===== config.mk =====
export PLATFORM = sky130hd
export DESIGN_NAME = mario_obj_dma
export DESIGN_NICKNAME = d
export VERILOG_FILES = /design/src/rtl/mario_obj_dma_pkg.sv /design/src/rtl/mario_busrq_hs.sv /design/src/rtl/mario_obj_dma.sv
export SDC_FILE = /design/constraint.sdc
export NUM_CORES = 1
export LEC_CHECK = 0
export CORE_UTILIZATION = 50
export DETAILED_ROUTE_END_ITERATION = 6
export PLACE_DENSITY = 0.75
export SLEW_MARGIN = 20
export SYNTH_ARGS = -nofsm -noshare
export SYNTH_HDL_FRONTEND = slang
export SYNTH_SLANG_ARGS = --single-unit
export TNS_END_PERCENT = 10

===== constraint.sdc =====
create_clock -name I_CLK_48M -period 2 [get_ports I_CLK_48M]
set_input_delay 0.4 -clock I_CLK_48M [delete_from_list [all_inputs] [get_ports I_CLK_48M]]
set_output_delay 0.4 -clock I_CLK_48M [all_outputs]
set_load 0.1 [all_outputs]

===== src/rtl/mario_obj_dma_pkg.sv =====
// Shared types and widths for the sprite DMA master (mario_obj_dma).
package mario_obj_dma_pkg;

    localparam int SRC_W = 16;
    localparam int DST_W = 10;
    localparam int CNT_W = 11;

    typedef enum logic [2:0] {
        ST_IDLE,
        ST_REQ,
        ST_RD,
        ST_WR,
        ST_REL
    } dma_state_t;

    function automatic logic xfer_len_ok(input int unsigned len);
        return (len >= 1) && (len <= 1024);
    endfunction

endpackage


===== src/rtl/mario_busrq_hs.sv =====
// Z80 BUSRQ/BUSAK handshake: owns the bus request line, reports grant and
// a single-tick revoke pulse when the CPU takes the bus back mid-transfer.
module mario_busrq_hs (
    input  logic i_clk,
    input  logic i_rst_n,
    input  logic i_cen,
    input  logic i_req_set,
    input  logic i_req_clr,
    input  logic i_busakn,
    output logic o_busrqn,
    output logic o_granted,
    output logic o_revoke
);

    logic r_busrqn;
    logic r_gnt_q;
    logic w_granted;

    assign w_granted = ~r_busrqn & ~i_busakn;

    always_ff @(posedge i_clk or negedge i_rst_n) begin
        if (!i_rst_n) begin
            r_busrqn <= 1'b1;
            r_gnt_q  <= 1'b0;
        end else begin
            if (i_req_clr) begin
                r_busrqn <= 1'b1;
            end else if (i_req_set) begin
                r_busrqn <= 1'b0;
            end
            // grant history is tracked on ticks so a loss is seen on the tick the FSM acts on
            if (i_cen) begin
                r_gnt_q <= w_granted;
            end
        end
    end

    assign o_busrqn  = r_busrqn;
    assign o_granted = w_granted;
    assign o_revoke  = i_cen & r_gnt_q & ~w_granted;

endmodule


===== src/rtl/mario_obj_dma.sv =====
// Sprite DMA master: copies XFER_LEN bytes from CPU RAM into object RAM on a trigger.
// Optional feature macro OBJ_DMA_VBLANK_SYNC_EN holds a pending transfer until vertical blank.
module mario_obj_dma
    import mario_obj_dma_pkg::*;
#(
    parameter logic [7:0]       SRC_LO   = 8'h00,
    parameter logic [CNT_W-1:0] XFER_LEN = 11'd384,
    parameter logic [DST_W-1:0] DST_BASE = 10'h000,
    parameter int unsigned      RD_WAIT  = 1
) (
    input  logic             I_CLK_48M,
    input  logic             I_RSTn,
    input  logic             I_CEN,
    input  logic             I_DMA_TRGn,
    input  logic [7:0]       I_DB,
    input  logic             I_BUSAKn,
    output logic             O_BUSRQn,
    output logic [SRC_W-1:0] O_MEM_A,
    output logic             O_MEM_RDn,
    input  logic [7:0]       I_MEM_D,
    input  logic             I_VBLK,
    output logic [DST_W-1:0] O_OBJ_DMA_A,
    output logic [7:0]       O_OBJ_DMA_D,
    output logic             O_OBJ_DMA_CE,
    output logic             O_BUSY
);

    if (!xfer_len_ok(32'(XFER_LEN)) || (RD_WAIT > 3)) begin : g_bad_cfg
        $error("mario_obj_dma: XFER_LEN must be 1..1024 and RD_WAIT 0..3");
    end

    localparam logic [1:0] WAIT_LAST = 2'(RD_WAIT);

    dma_state_t       r_state;
    logic             r_trg_d;
    logic             r_pending;
    logic             r_busy;
    logic             r_mem_rdn;
    logic [1:0]       r_wait;
    logic [SRC_W-1:0] r_src;
    logic [SRC_W-1:0] r_mem_a;
    logic [DST_W-1:0] r_dst;
    logic [DST_W-1:0] r_obj_a;
    logic [7:0]       r_obj_d;
    logic [CNT_W-1:0] r_cnt;

    logic w_accept;
    logic w_vblk_ok;
    logic w_start;
    logic w_granted;
    logic w_revoke;
    logic w_wr_tick;
    logic w_last;

`ifdef OBJ_DMA_VBLANK_SYNC_EN
    assign w_vblk_ok = I_VBLK;
`else
    logic w_unused_vblk;
    assign w_unused_vblk = I_VBLK;
    assign w_vblk_ok     = 1'b1;
`endif

    // the edge is accepted outside I_CEN so a same-cycle tick can already leave IDLE
    assign w_accept  = r_trg_d & ~I_DMA_TRGn & ~r_busy;
    assign w_start   = I_CEN & (r_state == ST_IDLE) & (r_pending | w_accept) & w_vblk_ok;
    assign w_wr_tick = I_CEN & (r_state == ST_WR) & ~w_revoke;
    assign w_last    = (r_cnt == CNT_W'(1));

    mario_busrq_hs u_hs (
        .i_clk     (I_CLK_48M),
        .i_rst_n   (I_RSTn),
        .i_cen     (I_CEN),
        .i_req_set (w_start),
        .i_req_clr (w_wr_tick & w_last),
        .i_busakn  (I_BUSAKn),
        .o_busrqn  (O_BUSRQn),
        .o_granted (w_granted),
        .o_revoke  (w_revoke)
    );

    always_ff @(posedge I_CLK_48M or negedge I_RSTn) begin
        if (!I_RSTn) begin
            r_state   <= ST_IDLE;
            r_trg_d   <= 1'b1;
            r_pending <= 1'b0;
            r_busy    <= 1'b0;
            r_mem_rdn <= 1'b1;
            r_wait    <= 2'd0;
            r_src     <= '0;
            r_mem_a   <= '0;
            r_dst     <= '0;
            r_obj_a   <= '0;
            r_obj_d   <= '0;
            r_cnt     <= '0;
        end else begin
            r_trg_d <= I_DMA_TRGn;
            if (w_accept) begin
                r_pending <= 1'b1;
                r_busy    <= 1'b1;
                r_src     <= {I_DB, SRC_LO};
                r_dst     <= DST_BASE;
                r_cnt     <= XFER_LEN;
            end
            if (I_CEN) begin
                case (r_state)
                    ST_IDLE: begin
                        if (w_start) begin
                            r_state   <= ST_REQ;
                            r_pending <= 1'b0;
                        end
                    end
                    ST_REQ: begin
                        if (w_granted) begin
                            r_state   <= ST_RD;
                            r_mem_a   <= r_src;
                            r_mem_rdn <= 1'b0;
                            r_wait    <= 2'd0;
                        end
                    end
                    ST_RD: begin
                        if (w_revoke) begin
                            r_state   <= ST_REQ;
                            r_mem_rdn <= 1'b1;
                        end else if (r_wait == WAIT_LAST) begin
                            r_state   <= ST_WR;
                            r_mem_rdn <= 1'b1;
                            r_obj_a   <= r_dst;
                            r_obj_d   <= I_MEM_D;
                        end else begin
                            r_wait <= r_wait + 2'd1;
                        end
                    end
                    ST_WR: begin
                        // a revoke here drops the write; the byte is fetched again after regrant
                        if (w_revoke) begin
                            r_state <= ST_REQ;
                        end else begin
                            r_src <= r_src + 16'd1;
                            r_dst <= r_dst + 10'd1;
                            r_cnt <= r_cnt - 11'd1;
                            if (w_last) begin
                                r_state <= ST_REL;
                            end else begin
                                r_state   <= ST_RD;
                                r_mem_a   <= r_src + 16'd1;
                                r_mem_rdn <= 1'b0;
                                r_wait    <= 2'd0;
                            end
                        end
                    end
                    ST_REL: begin
                        if (I_BUSAKn) begin
                            r_state <= ST_IDLE;
                            r_busy  <= 1'b0;
                        end
                    end
                    default: r_state <= ST_IDLE;
                endcase
            end
        end
    end

    assign O_MEM_A      = r_mem_a;
    assign O_MEM_RDn    = r_mem_rdn;
    assign O_OBJ_DMA_A  = r_obj_a;
    assign O_OBJ_DMA_D  = r_obj_d;
    // write strobe is the WR tick itself, so it is exactly one 48M cycle and only inside WR
    assign O_OBJ_DMA_CE = w_wr_tick;
    assign O_BUSY       = r_busy;

endmodule


==> flow_summary.ini, run 1 <==
[run_status]
status = finished with violations
violations = negative hold slack

[pwr]
switching_share_pct = 48.97
clock_power_share_pct = 14.1
combPwrFrac_pct = 52.2
totalPowerFinal_mw = 7.637
vdd_drop_max_v = 0.001268
seqPwrFrac_pct = 33.7
p_leak_nw = 2.334
p_sw_mw = 3.740
intPower_mw = 3.897
power_density_mw_per_mm2 = 1409

[sta]
skew_ns = 0.01082
finalSetupViolCount = 0
fin_hold_ws_ns = -0.001365
max_freq_mhz = 506.4
worst_pin_slew_ns = 0.7047
slew_viol_final = 0
hold_viol = 7
period_share_pct = 98.73
rsz0062_at_grt = yes
period_needed_ns = 1.975
relSlewSlack_pct = 52.42

[grt]
grt_usage_pct = 23.38
grt_pass1_vias = 3527
grt_overflow = 0
antenna_found_initial = 0
grt_start_max_net_pins = 40
grt_pass1_wl_mm = 16.28

[route]
drt_iter0_drc = 174
routed_wirelength_mm = 9.728
routedWlPerCell_um = 16.21
drc_errors = 0
ant_nets = 0
via_count = 3551
vias_per_cell = 5.918
first_pass_iters = 4

[yosys]
synth-edff-count = 0
yosysMostFrequentCell = dfrtp_1
synth_area_mm2 = 0.004272
synth_area_leader_cell = dfrtp_1
synth_common_cells = dfrtp_1, mux2_2, nand3_1
synth.distinct_cells = 58
synth-main-ff-cell = dfrtp_1
yosysWarnings = 0
syn_area_per_cell_um2 = 10.65
ys_seq_area_share_pct = 48.13
synth-seq-cells = 82
synth.area.top_cells = dfrtp_1, mux2_2, mux2_4
syn-instance-count = 401
synthArstFlopShare_pct = 100.0
synth.net_count = 428
synth_top_area_share_pct = 46.28

[placed_design]
dp_hpwl_mm = 7.029
globalplace.congestion = 0.9241
port_buffers = 58

[clock_network]
clock_latency_ns = 0.35
cts_tree = yes
clockRootBuffer = clkbuf_8
clockBufferDepth = 2
clkTransAtPathRegs_ns = 0.09
cts.sinks = 82
cts-buffers-inserted = 9
ctsHoldBuffers = 0
htreeDepth = 3

[final_layout]
n_antenna_cell = 0
multi_input_area_mm2 = 0.002088
regArea_mm2 = 0.002063
nNetsFinal = 518
fin_util_pct = 65.65
area_delta_synth_final_pct = 26.92
fillers = 687
layout-drive-gt1-share_pct = 33.33

[setup_path]
endpoint_kind = flip-flop
required_ns = 2.23
cp-start-kind = flip-flop
worst_ep_arrival_time_ns = 2.21
worst-path-max-fanout = 17
crit_type = flip-flop to flip-flop

[floorplanning]
fp.dieW_um = 94.43
start_util_pct = 51.73
rows = 33
core_area_mm2 = 0.008258
die_h_um = 94.43
die_area_mm2 = 0.008917
pin_count = 60

[min_path]
min_path_type = input port to async pin

[job]
maxCapViolCount = 0
==> timing repair <==
action / CTS / global route
setup buffers: 4 / 2
resized for setup: 7 / 4
pin swaps: 2 / 3
setup endpoints to repair: 2 / 19
==> state kept, by name, summed over array words and instances, names as in the netlist <==
register	count
O_BUSY	1
r_src	16
r_dst	10
O_OBJ_DMA_A	10
O_MEM_RDn	1
u_hs.o_busrqn	1
r_state	3
r_wait	2
O_OBJ_DMA_D	8
r_cnt	11
r_trg_d	1
O_MEM_A	16
u_hs.r_gnt_q	1
r_pending	1
==> worst paths after layout <==
kind,startpoint,to,slack [ns],depth (start not counted)
setup / recovery,r_cnt[8]$_DFF_PN0_,O_MEM_A[9]$_DFFE_PN0P_,0.03,5
hold / removal,I_RSTn,r_dst[2]$_DFF_PN0_,-0.001,1
setup reg to reg,r_cnt[8]$_DFF_PN0_,O_MEM_A[9]$_DFFE_PN0P_,0.03,5
hold reg to reg,r_dst[9]$_DFF_PN0_,r_dst[9]$_DFF_PN0_,0.49,1
max in group asynchronous,I_RSTn,r_cnt[0]$_DFF_PN0_,1.44,2
min in group I_CLK_48M,r_dst[9]$_DFF_PN0_,r_dst[9]$_DFF_PN0_,0.49,1
==> cell usage in the layout (no fill, tap or decap), drive strengths merged, types with 4 or more instances in the layout <==
cell type	synthesis	layout
o21ai	21	21
nand4	17	17
o221a	6	6
a21oi	15	15
o211ai	8	8
nor4	11	11
or4b	4	4
mux2	36	36
buf	10	85
mux2i	4	4
nor2	12	12
clkdlybuf4s50	0	18
a41oi	4	4
xnor2	6	6
o31ai	6	6
inv	15	15
clkbuf	15	10
nand2	23	23
nor3	10	10
o311ai	4	4
and3	7	7
dfrtp	79	79
a21o	4	4
o41ai	5	5
clkinv	0	4
xor2	9	9
ha	5	5
nand3	25	25
==> power groups by stage <==
stage	logic [mW]	registers [mW]	clock network (mW)
final	3.99	2.57	1.08
after global routing	4.22	2.64	1.17
after CTS	4.00	2.57	1.11
after detailed placement	3.94	2.60	0
after global placement	3.87	2.57	0
after floorplan	1.32	4.15	0
==> per-layer routing <==
layer	global-route usage, %	vias to the layer above	wire length (um)
met5	0	-	0
met1	29.58	1748	4346
met3	4.187	13	459
li1	-	1691	-
met2	39.55	99	4777
met4	9.231	0	144
==> kinds of logic after synthesis <==
kind of cell	synth area share (%)
simple gates	17.22
compound gates	15.14
mux	11.22
buf+inv	3.749
xor+xnor	3.076
flops	48.13
fa+ha+maj	1.465
==> final cells by class <==
class / count / area share, %
multi-input combinational: 279 / 38.52
sequential: 82 / 38.06
timing repair buffer: 104 / 16.85
clock buffer: 10 / 2.539
tap: 105 / 2.423
inverter: 15 / 1.039
clock inverter: 5 / 0.5770
==> through the flow <==
step / worst slack [ns] / area, um2 / TNS [ns] / cells
after global routing: -0.008947 / 5421 / -0.04011 / 600
after detailed placement: -0.2541 / 5185 / -5.765 / 580
after floorplan: -0.06603 / 4294 / -0.5942 / 401
after global placement: -0.2314 / 5185 / -5.137 / 580
after CTS: 0.006181 / 5406 / 0 / 599
final: 0.02536 / 5421 / 0 / 600
==> worst max-delay path, stage by stage (launching register included) <==
cell and delay (ns):
dfrtp_1 0.39, or4b_4 0.55, nor4_4 0.35, nor3_2 0.11
buf_12 0.17, mux2_4 0.30
Power figures use the tool's default switching activity.
==> run 2: changes to the inputs <==
--- a/config.mk
+++ b/config.mk
@@ -5,6 +5,8 @@
 export SDC_FILE = /design/constraint.sdc
 export NUM_CORES = 1
 export LEC_CHECK = 0
+export ABC_CLOCK_PERIOD_IN_PS = 2000
+export CAP_MARGIN = 15
 export CORE_UTILIZATION = 50
 export DETAILED_ROUTE_END_ITERATION = 6
 export PLACE_DENSITY = 0.75
==> results of run 2 <==
No change in the layout: final DEF, timing and power equal those of run 1.
